==> src/rtl/pipeline_pkg.sv <==
// Shared types for the hazard/forwarding controller: mux-select codes,
// controller state encoding and the shadow stage record.
package pipeline_pkg;

  // Record destination field is sized for the widest supported register
  // specifier; narrower specifiers are zero-extended before comparison.
  localparam int unsigned REG_W_MAX = 16;

  localparam logic [1:0] FWD_REGFILE   = 2'b00;
  localparam logic [1:0] FWD_DATAMEM   = 2'b01;
  localparam logic [1:0] FWD_PRIOR_ALU = 2'b10;

  typedef enum logic {
    RUN   = 1'b0,
    FLUSH = 1'b1
  } ctrl_state_e;

  typedef struct packed {
    logic                 valid;
    logic                 reg_write;
    logic                 mem_read;
    logic [REG_W_MAX-1:0] dest;
  } stage_rec_t;

  localparam stage_rec_t BUBBLE = '0;

endpackage

==> src/rtl/forward_select.sv <==
// Operand-mux select for one source register: EX/MEM result beats MEM/WB,
// register 0 and unused sources always read the register file.
module forward_select
  import pipeline_pkg::*;
(
  input  logic [REG_W_MAX-1:0] src_i,
  input  logic                 uses_i,
  input  stage_rec_t           ex_rec_i,
  input  stage_rec_t           mem_rec_i,
  output logic [1:0]           sel_o
);

  always_comb begin
    sel_o = FWD_REGFILE;
    if (uses_i && (src_i != '0)) begin
      // A load in EX has no ALU result yet; load-use stalling covers it.
      if (ex_rec_i.valid && ex_rec_i.reg_write && !ex_rec_i.mem_read &&
          (ex_rec_i.dest == src_i)) begin
        sel_o = FWD_PRIOR_ALU;
      end else if (mem_rec_i.valid && mem_rec_i.reg_write &&
                   (mem_rec_i.dest == src_i)) begin
        sel_o = FWD_DATAMEM;
      end
    end
  end

endmodule

==> src/rtl/hazard_forwarding_controller.sv <==
// EX-stage forwarding selects, load-use stall and taken-branch flush
// sequencing, driven from shadow copies of the EX and MEM destinations.
module hazard_forwarding_controller
  import pipeline_pkg::*;
#(
  parameter int unsigned NBits        = 5,
  parameter int unsigned FLUSH_CYCLES = 2,
  parameter int unsigned CNT_W        = 16
) (
  input  logic             clk,
  input  logic             reset,
  input  logic [NBits-1:0] ID_Rs_i,
  input  logic [NBits-1:0] ID_Rt_i,
  input  logic             ID_Uses_Rs_i,
  input  logic             ID_Uses_Rt_i,
  input  logic             ID_RegWrite_i,
  input  logic             ID_MemRead_i,
  input  logic [NBits-1:0] ID_WriteReg_i,
  input  logic             EX_Branch_Taken_i,
  output logic [1:0]       ForwardA_o,
  output logic [1:0]       ForwardB_o,
  output logic             PC_Write_o,
  output logic             IFID_Write_o,
  output logic             IDEX_Bubble_o,
  output logic             Flush_o,
  output logic [CNT_W-1:0] Stall_Count_o
);

  logic [REG_W_MAX-1:0] rs_ext, rt_ext;
  stage_rec_t           id_rec, ex_rec_d, ex_rec_q, mem_rec_q;
  ctrl_state_e          state_q;
  logic [2:0]           fcnt_q;
  logic [CNT_W-1:0]     stall_cnt_q;
  logic [1:0]           fwd_a_d, fwd_b_d, fwd_a_q, fwd_b_q;
  logic                 load_use, flush, stall;

  assign rs_ext = REG_W_MAX'(ID_Rs_i);
  assign rt_ext = REG_W_MAX'(ID_Rt_i);

  assign id_rec = '{valid: 1'b1, reg_write: ID_RegWrite_i,
                    mem_read: ID_MemRead_i, dest: REG_W_MAX'(ID_WriteReg_i)};

  forward_select u_fwd_a (
    .src_i     (rs_ext),
    .uses_i    (ID_Uses_Rs_i),
    .ex_rec_i  (ex_rec_q),
    .mem_rec_i (mem_rec_q),
    .sel_o     (fwd_a_d)
  );

  forward_select u_fwd_b (
    .src_i     (rt_ext),
    .uses_i    (ID_Uses_Rt_i),
    .ex_rec_i  (ex_rec_q),
    .mem_rec_i (mem_rec_q),
    .sel_o     (fwd_b_d)
  );

  assign load_use = ex_rec_q.valid && ex_rec_q.mem_read && (ex_rec_q.dest != '0) &&
                    ((ID_Uses_Rs_i && (rs_ext == ex_rec_q.dest)) ||
                     (ID_Uses_Rt_i && (rt_ext == ex_rec_q.dest)));

  // Flush is held low during reset so all outputs show reset values at once.
  assign flush = !reset && (((state_q == RUN) && EX_Branch_Taken_i) ||
                            (state_q == FLUSH));
  assign stall = load_use && !flush;

  assign ex_rec_d = (stall || flush) ? BUBBLE : id_rec;

  always_ff @(posedge clk or posedge reset) begin
    if (reset) begin
      ex_rec_q  <= BUBBLE;
      mem_rec_q <= BUBBLE;
      fwd_a_q   <= FWD_REGFILE;
      fwd_b_q   <= FWD_REGFILE;
    end else begin
      ex_rec_q  <= ex_rec_d;
      mem_rec_q <= ex_rec_q;
      fwd_a_q   <= fwd_a_d;
      fwd_b_q   <= fwd_b_d;
    end
  end

  always_ff @(posedge clk or posedge reset) begin
    if (reset) begin
      state_q <= RUN;
      fcnt_q  <= '0;
    end else begin
      case (state_q)
        RUN: begin
          if (EX_Branch_Taken_i) begin
            fcnt_q <= 3'(FLUSH_CYCLES - 1);
            if (FLUSH_CYCLES > 1) state_q <= FLUSH;
          end
        end
        FLUSH: begin
          fcnt_q <= fcnt_q - 3'd1;
          if (fcnt_q <= 3'd1) state_q <= RUN;
        end
        default: state_q <= RUN;
      endcase
    end
  end

  always_ff @(posedge clk or posedge reset) begin
    if (reset) begin
      stall_cnt_q <= '0;
    end else if (stall && (stall_cnt_q != '1)) begin
      stall_cnt_q <= stall_cnt_q + 1'b1;
    end
  end

  assign ForwardA_o    = fwd_a_q;
  assign ForwardB_o    = fwd_b_q;
  assign PC_Write_o    = !stall;
  assign IFID_Write_o  = !stall;
  assign IDEX_Bubble_o = stall;
  assign Flush_o       = flush;
  assign Stall_Count_o = stall_cnt_q;

endmodule

==> config.mk <==
export PLATFORM = sky130hd
export DESIGN_NAME = hazard_forwarding_controller
export DESIGN_NICKNAME = d
export VERILOG_FILES = /design/src/rtl/pipeline_pkg.sv /design/src/rtl/forward_select.sv /design/src/rtl/hazard_forwarding_controller.sv
export SDC_FILE = /design/constraint.sdc
export NUM_CORES = 1
export LEC_CHECK = 0
export ABC_AREA = 1
export ABC_CLOCK_PERIOD_IN_PS = 1600
export CAP_MARGIN = 20
export CORE_AREA = 2 2 65 67
export DETAILED_ROUTE_END_ITERATION = 8
export DIE_AREA = 0 0 67 69
export DONT_BUFFER_PORTS = 1
export HOLD_SLACK_MARGIN = 0.08
export MAX_ROUTING_LAYER = met4
export PLACE_DENSITY = 0.84
export SLEW_MARGIN = 25
export SYNTH_ARGS = -nofsm -noshare
export SYNTH_HDL_FRONTEND = slang
export SYNTH_SLANG_ARGS = --single-unit
==> constraint.sdc <==
create_clock -name clk -period 1.6 [get_ports clk]
set_input_delay 0.24 -clock clk [delete_from_list [all_inputs] [get_ports clk]]
set_output_delay 0.24 -clock clk [all_outputs]
set_load 0.1 [all_outputs]
# After elaboration in Yosys (flattened, before gate mapping)
# Index checks and enable logic that the tools add are counted.
dict set report word_totals {
  reg_bits 61
  in_bits 22
  word_cells 64
}
dict set report op_classes {
  n_addsub 2
  order_cmp 1
  n_eq_ne 8
  muxes 12
  n_bitwise 1
  n_reduce_logical 28
}
# op count
set op_table {}
lappend op_table {{16-bit by 5-bit equality test with 1-bit output} 4}
lappend op_table {{16-bit nonzero test} 3}
lappend op_table {{5-bit by 16-bit equality test with 1-bit output} 2}
lappend op_table {{19-bit 2-to-1 mux} 1}
lappend op_table {{1-bit logical AND} 18}
lappend op_table {{16-bit by 1-bit adder with 16-bit output (second input constant)} 1}
lappend op_table {{16-bit != test (second input constant)} 1}
lappend op_table {{2-bit 2-to-1 mux} 4}
lappend op_table {{3-bit case mux with 2 select lines} 1}
lappend op_table {{1-bit logical NOT} 4}
lappend op_table {{1-bit 2-to-1 mux} 4}
lappend op_table {{3-bit by 1-bit less-or-equal comparator with 1-bit output (second input constant)} 1}
lappend op_table {{1-bit logical OR} 3}
lappend op_table {{3-bit 2-to-1 mux} 1}
lappend op_table {{3-bit by 1-bit subtractor with 3-bit output (second input constant)} 1}
lappend op_table {{2-bit != test (second input constant)} 1}
lappend op_table {{1-bit case mux with 2 select lines} 1}
lappend op_table {{1-bit inverter} 1}

# Logic depth before layout (Yosys ltp)
# Gate-level depths: netlist of run 1.
dict set report depth {
  ltp_word 8
  ltp_mapped 11
}

# Cells and area by module
# A second synthesis of run 1 with hierarchy kept.
dict set report unflattened {
  cells_unflattened 461
  hier_area_um2 3035.4
}
# mod instances cells_each area_per_inst_um2 seq_area_each_um2
set modules_own_cells {}
lappend modules_own_cells {hazard_forwarding_controller 1 249 1986.9 1001.0}
lappend modules_own_cells {forward_select 2 106 524.3 0.0}

# Worst setup path before layout of run 1
# No wires, ideal clock.
dict set report synth_timing {
  kind {register to output}
  from {register state_q}
  to {output port IDEX_Bubble_o}
  t_arrival_ns 2.977
  t_required_ns 1.360
  setup_slack_ns -1.617
  stages_incl_launch_ff 6
  n_path_buf 0
  cell_sequence {dfrtp_1 -> nor2_1 -> nor2_1 -> inv_1 -> nand3_4 -> inv_1}
}
dict set report synth_via {
  elab_chain_cells 6
}
# element line_no
set synth_rtl {}
lappend synth_rtl {{start, declared} hazard_forwarding_controller.sv:31} ;# ctrl_state_e state_q;
lappend synth_rtl {{start signal, assigned} hazard_forwarding_controller.sv:86} ;# state_q <= RUN;
lappend synth_rtl {{start signal, assigned} hazard_forwarding_controller.sv:93} ;# if (FLUSH_CYCLES > 1) state_q <= FLUSH;
lappend synth_rtl {{start signal, assigned} hazard_forwarding_controller.sv:98} ;# if (fcnt_q <= 3'd1) state_q <= RUN;
lappend synth_rtl {{1-bit inverter} -}
lappend synth_rtl {{1-bit logical AND} hazard_forwarding_controller.sv:64} ;# assign flush = !reset && (((state_q == RUN) && EX_Branch_Taken_i) ||
lappend synth_rtl {{1-bit logical OR *} hazard_forwarding_controller.sv:64}
lappend synth_rtl {{1-bit logical AND *} hazard_forwarding_controller.sv:64}
lappend synth_rtl {{named net Flush_o} hazard_forwarding_controller.sv:25} ;# output logic Flush_o,
lappend synth_rtl {{1-bit logical NOT *} hazard_forwarding_controller.sv:66} ;# assign stall = load_use && !flush;
lappend synth_rtl {{1-bit logical AND *} hazard_forwarding_controller.sv:66}
lappend synth_rtl {{end, declared} hazard_forwarding_controller.sv:24} ;# output logic IDEX_Bubble_o,
# Mark *: on every way through the listed nets, which the timed path passes. The rest lies on a longest branch.

# Final worst setup path of run 1
dict set report layout_timing {
  from {register ex_rec_q[3] in the netlist's numbering}
  to {output port IDEX_Bubble_o}
}
dict set report layout_via {
  elab_chain_cells 5
  elab_cells_between_ends 9
  cone_classes {2 x eq/ne; 7 x reduce/logical}
}
# element line_no
set layout_rtl {}
lappend layout_rtl {{start, declared} hazard_forwarding_controller.sv:30} ;# stage_rec_t id_rec, ex_rec_d, ex_rec_q, mem_rec_q;
lappend layout_rtl {{start signal, assigned} hazard_forwarding_controller.sv:77} ;# ex_rec_q <= ex_rec_d;
lappend layout_rtl {{5-bit by 16-bit equality test with 1-bit output, on equally long branches} {hazard_forwarding_controller.sv:60, hazard_forwarding_controller.sv:61}}
lappend layout_rtl {{1-bit logical AND, on equally long branches} {hazard_forwarding_controller.sv:60, hazard_forwarding_controller.sv:61}}
lappend layout_rtl {{1-bit logical OR} hazard_forwarding_controller.sv:60} ;# ((ID_Uses_Rs_i && (rs_ext == ex_rec_q.dest)) ||
lappend layout_rtl {{1-bit logical AND *} hazard_forwarding_controller.sv:59} ;# assign load_use = ex_rec_q.valid && ex_rec_q.mem_read && (ex_rec_q.dest != '0) &&
lappend layout_rtl {{1-bit logical AND *} hazard_forwarding_controller.sv:66}
# Mark *: on every way between the ends. The rest lies on a longest branch, timed or not.

==> flow_summary.toml, run 1 <==
[outcome]
outcome = "finished with violations"
failed_checks = "setup timing"

[clock_tree]
cts_inserted_buffers = 5
clock-sinks = 39
clock_tree.buffer_depth = 2
root_buffer = "clkbuf_8"
h-tree-depth = 2
tritoncts_clock_tree = "built"
clk-insertion-delay-late_ps = 300
clk_transition_reported_paths_ps = 90

[yosys]
yosys-top-cells-area = "dfrtp_1 46%, nand2_1 17%, inv_1 4.9%"
netlist_instances = 270
combined_area_of_all_synthesized_cells_sq_mm = 0.00212
synth.yosys.seq_area_share = 0.459
prevailing_post_synth_register_cell = "dfrtp_1"
asyncSetResetFlopFracSynth = 1.00
synth_top_cell_area_share = 0.459
number_of_synthesized_flops_with_an_enable_pin = 0
leading_area_contributor_after_synthesis = "dfrtp_1"
postSynthRegisterBits = 39
synth_fp_nets = 295
yosys.cell_types.count = 25
syn_area_per_cell_sq_um = 7.87
yosys_warnings = 0

[placement]
numPortBuffers = 0
dp_hpwl_microns = 3700
dp_cells = 367
globalplace.congestion = 0.902
preCtsSetupSlack_ps = -127

[setup_path]
crit_path_end_kind = "output port"
cp_data_required_time_ps = 1360
rrSetupSlack_ps = -310
cp_max_fo = 4
criticalPathCategory = "register to output port"
worstPathCellList = "inv_1 > nand2_1 > nand2_1 > nor2_2 > nand4_1 > nand2_2 > nand3_4 > clkinvlp_4 > buf_12"
crit_top_cell = "nand2_1"
critical_path.startpoint_type = "register"
cpMaxStageDelayCell = "dfrtp_1"
cp_slowest_stage_delay_ps = 400
cp_data_arrival_time_ps = 1700

[sta]
final_period_demand_of_the_worst_path_ps = 1940
clock-skew-final_ps = 8.16
fin_setup_tns_ps = -5090
setup_ws_ps = -343
rsz0062_at_grt = "yes"
timing.final.max_slew_violations = 0
fin_crit_sh = 1.21
max_slew.worst_pin.slew_ps = 700
finalSetupViolCount = 28
worst_case_headroom_to_the_max_slew_limit = 0.527
hold_viol = 0
max_clock_freq_mhz = 515

[die]
initial_core_util = 0.543
chipHeight_microns = 69
die_x_microns = 67
die_area_sq_mm = 0.00462
core-area_sq_mm = 0.00391
boundaryPins = 46
rows = 23

[power]
pwr_density_cell_mw_per_mm2 = 997
power_mw = 3.00
irDropWorstVdd_v = 0.000961
p_leak_nw = 1.51

[global_routing]
grt_use_total = 0.273
via_count_of_the_first_global_routing_pass = 2065
grt_max_degree = 40
grt_remaining_overflow = 0
grt_first_pass_wirelength_microns = 9340
antenna_found_initial = 0

[route]
first_iter_violations = 241
routed_antenna_nets = 0
dr.pass1.iters = 5
drc_errors = 0
route.final.wire_length_microns = 6530
routed-via-count = 2126
wl_per_cell_microns = 16.7
route.detailed.vias_per_inst = 5.44

[layout]
fill_cell_total_of_the_finished_layout = 254
nets = 365
layout_common_cells = "87 x nand2_1, 50 x buf_4, 25 x inv_1, 23 x dfrtp_1, 17 x nor2_1"
antenna-diode-count = 0
mostFrequentLayoutCell = "nand2_1"
share_of_final_layout_standard_cells_stronger_than_drive_strength_1 = 0.370
flow.area_growth_from_synthesis_pct = 41.8
finish.cell_count_without_fillers = 391

[worst_hold_path]
min_path_type = "input port to register"

[run]
timing.max_cap.violations = 0
## area by class of cell
class	count	area (sq um)	area share
clock inverter	3	67.6	0.0224
tap	50	62.6	0.0208
inverter	33	128	0.0424
timing repair buffer	65	552	0.183
multi-input combinational	196	1130	0.376
clock buffer	5	68.8	0.0228
sequential	39	1000	0.332
## worst max-delay path, delay by kind of cell, from the launching register on
kind,cells,cell delay (ps)
AND/OR/NAND/NOR,6,650
flip-flops,1,400
buffers and inverters,3,340
## synth_stat cells (2+ instances only)
| cell type | number |
|---|---|
| nand3_1 | 11 |
| nor2_1 | 27 |
| ha_1 | 3 |
| nand3b_1 | 2 |
| or2_2 | 2 |
| xor2_1 | 12 |
| nor3_1 | 8 |
| nand4_1 | 6 |
| nor2_2 | 2 |
| buf_6 | 2 |
| inv_1 | 28 |
| inv_2 | 5 |
| o21ai_0 | 4 |
| dfrtp_1 | 39 |
| xnor2_1 | 12 |
| nand2_1 | 98 |
## registers in the layout, summed over array words and instances, names as in the netlist
register and cells:
Stall_Count_o 16, ex_rec_q 8, mem_rec_q 7, fcnt_q 3
ForwardA_o 2, ForwardB_o 2, state_q 1
## worst paths after layout
check	startpoint	to	cells after the start
min reg2reg	ex_rec_q[17]	mem_rec_q[17]	0
min in group asynchronous	reset	mem_rec_q[0]	3
max reg2reg	ex_rec_q[3]	Stall_Count_o[13]	12
max in group asynchronous	reset	Stall_Count_o[1]	3
max	ex_rec_q[3]	IDEX_Bubble_o	9
min	ID_Uses_Rt_i	ForwardB_o[0]	2
## routing by layer
layer  part of all wire  up-vias  GRT usage  wire length [microns]
met5                  0        -          -                      0
met4              0.044        0      0.136                    288
met3              0.087       40     0.0653                    566
met2               0.52      140      0.443                   3370
met1               0.35      975      0.307                   2310
li1                   -      971          -                      -
## stage by stage
stage	util	instance area (sq um)	hold slack, ps
after floorplan	-	2170	346
after global placement	0.663	2590	278
after detailed placement	0.663	2590	287
after CTS	0.741	2900	125
after global routing	0.770	3010	151
final	0.770	3010	138
## repair_timing
item / in CTS / in global routing
pin swaps: 9 / 23
cloned: 1 / 0
setup buffers: 4 / 4
hold endpoints to repair: 46 / 0
resized for setup: 13 / 27
hold buffers: 8 / 0
endpoints found under the setup margin: 21 / 28
## where the power goes
part	total, mW	leakage [nW]	switching [mW]	internal, mW
clock	1.00	0.0644	0.383	0.622
sequential	1.22	0.487	0.112	1.10
combinational	0.781	0.959	0.470	0.311
total	3.00	1.51	0.965	2.04
## kinds of logic after synthesis
kind of cell / synth area share
compound gates: 0.0200
xor+xnor: 0.0989
fa+ha+maj: 0.0177
buf+inv: 0.0724
flops: 0.459
simple gates: 0.332
(Power assumes the default switching activity.)
==> inputs of run 2 (changes only) <==
--- a/config.mk
+++ b/config.mk
@@ -15,6 +15,7 @@
 export HOLD_SLACK_MARGIN = 0.08
 export MAX_ROUTING_LAYER = met4
 export PLACE_DENSITY = 0.84
+export SKIP_CTS_REPAIR_TIMING = 1
 export SLEW_MARGIN = 25
 export SYNTH_ARGS = -nofsm -noshare
 export SYNTH_HDL_FRONTEND = slang
==> run 2 against run 1 <==
Largest cell class unchanged. Global-route usage down 2.9 points. Sequential power barely moved. Largest power group unchanged. Clock skew is 3.9 ps lower. The flow still finishes with violations (setup timing). Routed wire length is 12% lower. Cell area fell by 3.2%. First-iteration DRC count fell by 14%. Fmax fell by 5.0%.
==> flow_summary.toml, run 2 (synthesized netlist as in run 1, its figures left out) <==
[outcome]
outcome = "finished with violations"
failed_checks = "setup timing"

[sta]
worst_case_headroom_to_the_max_slew_limit = 0.605
timing.final.max_slew_violations = 0
setup_ws_ps = -446
fin_crit_sh = 1.28
finalSetupViolCount = 19
fin_setup_tns_ps = -6180
max_slew.worst_pin.slew_ps = 585
max_clock_freq_mhz = 489
clock-skew-final_ps = 4.25
rsz0062_at_grt = "yes"
hold_viol = 0
final_period_demand_of_the_worst_path_ps = 2050
worst_hold_slack_ps = 139

[placement]
dpl-instance-area_sq_mm = 0.00259
dp_cells = 367
preCtsSetupSlack_ps = -127
dp_hpwl_microns = 3700
globalplace.congestion = 0.902
numPortBuffers = 0

[die]
core-area_sq_mm = 0.00391
die_area_sq_mm = 0.00462
rows = 23
boundaryPins = 46
chipHeight_microns = 69
initial_core_util = 0.543
die_x_microns = 67

[setup_path]
cp_max_fo = 4
worst_r2r_path_depth = 10
cp_slowest_stage_delay_ps = 430
worstPathCellList = "xor2_1 > nor2_1 > nand4_1 > nand2_2 > nand3_4 > clkinvlp_4 > buf_12"
criticalPathCategory = "register to output port"
cp_data_arrival_time_ps = 1810
critical_path.startpoint_type = "register"
crit_path_end_kind = "output port"
cpMaxStageDelayCell = "dfrtp_1"
cp_data_required_time_ps = 1360

[power]
switching_component_of_the_power_mw = 0.909
pwr_density_cell_mw_per_mm2 = 1000
p_leak_nw = 1.48
cellInternalPower_mw = 2.01
combPwrFrac = 0.248
power.switching_fraction = 0.311
power.sequential.fraction = 0.414
power_mw = 2.92
clock_power_share = 0.338
irDropWorstVdd_v = 0.000955

[worst_hold_path]
min_path_type = "input port to register"
worst_hold_path.num_cells = 2

[layout]
finish.utilization = 0.746
largest_reg_flops = 16
share_of_final_layout_standard_cells_stronger_than_drive_strength_1 = 0.330
finish.cell_count_without_fillers = 386
layout_common_cells = "88 x nand2_1, 48 x buf_4, 25 x dfrtp_1, 25 x inv_1, 21 x nor2_1"
finalInstanceArea_sq_mm = 0.00292
nets = 360
mostFrequentLayoutCell = "nand2_1"
flow.area_growth_from_synthesis_pct = 37.3
antenna-diode-count = 0

[clock_tree]
root_buffer = "clkbuf_8"
clk_transition_reported_paths_ps = 80
clock_tree.buffer_depth = 2
clock-sinks = 39
tritoncts_clock_tree = "built"
cts_inserted_buffers = 5
h-tree-depth = 2
clk-insertion-delay-late_ps = 290

[global_routing]
grt_remaining_overflow = 0
grt_max_degree = 40
grt_first_pass_wirelength_microns = 8450
via_count_of_the_first_global_routing_pass = 1884
antenna_found_initial = 0
grt_use_total = 0.243

[route]
route.final.wire_length_microns = 5730
route.detailed.vias_per_inst = 5.39
drc_errors = 0
dr.pass1.iters = 5
first_iter_violations = 207
routed_antenna_nets = 0
routed-via-count = 2079
wl_per_cell_microns = 14.8

[run]
timing.max_cap.violations = 0
## run 2: cell types whose count changed in the layout (fill, tap and decap cells not counted), sizes merged
cell  before  now
buf       57   52
## run 2: path summary, 6_finish.rpt
path | start | endpoint | slack [ps]
worst max-delay path | ex_rec_q[1] | IDEX_Bubble_o | -450
worst min-delay path | ID_Uses_Rs_i | ForwardA_o[1] | 140
worst max register to register | ex_rec_q[1] | Stall_Count_o[2] | -340
worst min register to register | ex_rec_q[17] | mem_rec_q[17] | 380
max in group asynchronous | reset | Stall_Count_o[1] | 720
min in group asynchronous | reset | fcnt_q[2] | 510
## run 2: worst max-delay path, delay by kind of cell, from the launching register on
kind | cells | cell delay (ps)
buffers and inverters | 2 | 260
AND/OR/NAND/NOR | 4 | 630
XOR/XNOR | 1 | 180
flip-flops | 1 | 430
## run 2: layout make-up
cell class / count / area, sq um
Clock buffer: 5 / 68.8
Sequential cell: 39 / 998
Tap cell: 50 / 62.6
Fill cell: 270 / 996
Clock inverter: 3 / 67.6
Multi-Input combinational cell: 196 / 1090
Timing Repair Buffer: 60 / 503
Inverter: 33 / 128
## run 2: metal layers
metal / vias to the layer above / track usage / routed length [microns]
li1: 962 / - / -
met1: 962 / 0.302 / 2120
met4: 0 / 0.0975 / 226
met3: 28 / 0.0571 / 474
met2: 127 / 0.380 / 2910
met5: - / - / 0
## run 2: power groups by stage
stage / logic [mW] / registers, mW / clock network [mW]
after CTS: 0.667 / 1.20 / 1.00
after global placement: 0.624 / 1.21 / 0
after floorplan: 0.355 / 1.30 / 0
final: 0.725 / 1.21 / 0.986
after detailed placement: 0.667 / 1.22 / 0
after global routing: 0.794 / 1.22 / 1.04
==> inputs of run 3 (changes only) <==
--- a/config.mk
+++ b/config.mk
@@ -14,7 +14,7 @@
 export DONT_BUFFER_PORTS = 1
 export HOLD_SLACK_MARGIN = 0.08
 export MAX_ROUTING_LAYER = met4
-export PLACE_DENSITY = 0.84
+export PLACE_DENSITY = 0.72
 export SKIP_CTS_REPAIR_TIMING = 1
 export SLEW_MARGIN = 25
 export SYNTH_ARGS = -nofsm -noshare
==> run 3 against run 2 <==
The run still ends with setup timing left. First-iteration DRC count shrank 53%. Register-to-register slack gained 160 ps. Utilization fell by 1.3 points. Clock power fell by 34%. Setup slack improved by 59 ps. Final cell count decreased by 0.26%. Routed wire length shrank 15%. Clock skew shrank 1.1 ps. Critical path depth increased by 1. Via count is 9.0% lower. Worst hold slack worse by 3.0 ps.
==> flow_summary.toml, run 3 (synthesized netlist as in run 1, its figures left out) <==
[clock_tree]
clock-sinks = 39
clk-insertion-delay-late_ps = 290
clock_tree.buffer_depth = 2
root_buffer = "clkbuf_8"
tritoncts_clock_tree = "built"
h-tree-depth = 2
cts_inserted_buffers = 5
clk_transition_reported_paths_ps = 70

[power]
power.switching_fraction = 0.338
combPwrFrac = 0.264
power.sequential.fraction = 0.480
switching_component_of_the_power_mw = 0.852
cellInternalPower_mw = 1.67
irDropWorstVdd_v = 0.00110
power_mw = 2.52
p_leak_nw = 1.45
clock_power_share = 0.257
pwr_density_cell_mw_per_mm2 = 878

[route]
drc_errors = 0
met3RoutedLength_microns = 225
wl_per_cell_microns = 12.6
dr.pass1.iters = 4
routed_antenna_nets = 0
route.final.wire_length_microns = 4860
top_layer = "met4"
wirelength_met1_microns = 2190
first_iter_violations = 97
dr_wl_met2_microns = 2390
route.detailed.vias_per_inst = 4.91
routed-via-count = 1891

[placement]
globalplace.congestion = 0.963
numPortBuffers = 0
preCtsSetupSlack_ps = -104
dpl-instance-area_sq_mm = 0.00256
dp_hpwl_microns = 3390
dp_cells = 362

[sta]
finalSetupViolCount = 19
worst_hold_slack_ps = 136
rsz0062_at_grt = "yes"
hold_viol = 0
timing.final.max_slew_violations = 0
setup_ws_ps = -387
fin_setup_tns_ps = -3720
clock-skew-final_ps = 3.13
final_period_demand_of_the_worst_path_ps = 1990
max_slew.worst_pin.slew_ps = 543
worst_case_headroom_to_the_max_slew_limit = 0.634
fin_crit_sh = 1.24
max_clock_freq_mhz = 503

[worst_hold_path]
worstHoldStart = "ID_Uses_Rt_i"
min_path_type = "input port to register"

[die]
core-area_sq_mm = 0.00391
initial_core_util = 0.543
die_x_microns = 67
die_area_sq_mm = 0.00462
boundaryPins = 46
rows = 23
chipHeight_microns = 69

[global_routing]
antenna_found_initial = 0
grt_first_pass_wirelength_microns = 7850
grt_use_total = 0.226
grt_max_degree = 40
via_count_of_the_first_global_routing_pass = 1786
grt_remaining_overflow = 0

[layout]
antenna-diode-count = 0
flow.area_growth_from_synthesis_pct = 34.9
finish.cell_count_without_fillers = 385
layout_common_cells = "86 x nand2_1, 45 x buf_4, 25 x dfrtp_1, 23 x inv_1, 20 x nor2_1"
finalInstanceArea_sq_mm = 0.00287
nets = 359
mostFrequentLayoutCell = "nand2_1"
finish.utilization = 0.732
largest_reg_flops = 16
share_of_final_layout_standard_cells_stronger_than_drive_strength_1 = 0.331

[setup_path]
cp_data_required_time_ps = 1360
criticalPathCategory = "register to output port"
cp_data_arrival_time_ps = 1750
startpoint = "ex_rec_q[2]"
cp_max_fo = 4
launching_point_of_the_worst_reg2reg_path = "ex_rec_q[1]"
crit_path_end_kind = "output port"
critical_path.startpoint_type = "register"

[outcome]
failed_checks = "setup timing"
outcome = "finished with violations"

[run]
timing.max_cap.violations = 0
run 3: changes by cell type in the layout (fill, tap and decap cells not counted), sizes merged:
cell | previous run | this run
buf | 52 | 51
bufinv | 2 | 0
clkbuf | 5 | 6
clkinv | 0 | 1
run 3: worst paths after layout:
| path | end | slack, ps | cells after the start |
|---|---|---|---|
| min | ForwardB_o[1] | 140 | 2 |
| min reg2reg | mem_rec_q[17] | 380 | 0 |
| max in group asynchronous | Stall_Count_o[1] | 700 | 3 |
| max | PC_Write_o | -390 | 8 |
| max reg2reg | Stall_Count_o[13] | -180 | 10 |
| min in group asynchronous | Stall_Count_o[14] | 540 | 3 |
run 3: worst max-delay path: stages (launching register included):
cell	delay, ps
dfrtp_1	430
buf_4	160
nor3_1	170
nand3_1	100
nand3_1	100
inv_2	60
nand3_4	100
buf_6	120
buf_16	230
run 3: power groups by stage:
stage	combinational (mW)	clock, mW	sequential (mW)
after global placement	0.580	0	1.22
after detailed placement	0.599	0	1.22
after floorplan	0.355	0	1.30
final	0.663	0.646	1.21
after CTS	0.598	0.664	1.21
after global routing	0.746	0.701	1.22
run 3: metal layers:
metal	vias to the layer above	track usage
met2	46	0.327
met4	0	0.0748
met5	-	-
met1	878	0.318
li1	960	-
met3	7	0.0457
run 3: cell type report:
class | count | area [sq um]
timing repair buffer | 59 | 510
inverter | 33 | 133
clock buffer | 6 | 72.6
sequential | 39 | 998
tap | 50 | 62.6
fill | 309 | 1050
clock inverter | 2 | 12.5
multi-input combinational | 196 | 1080
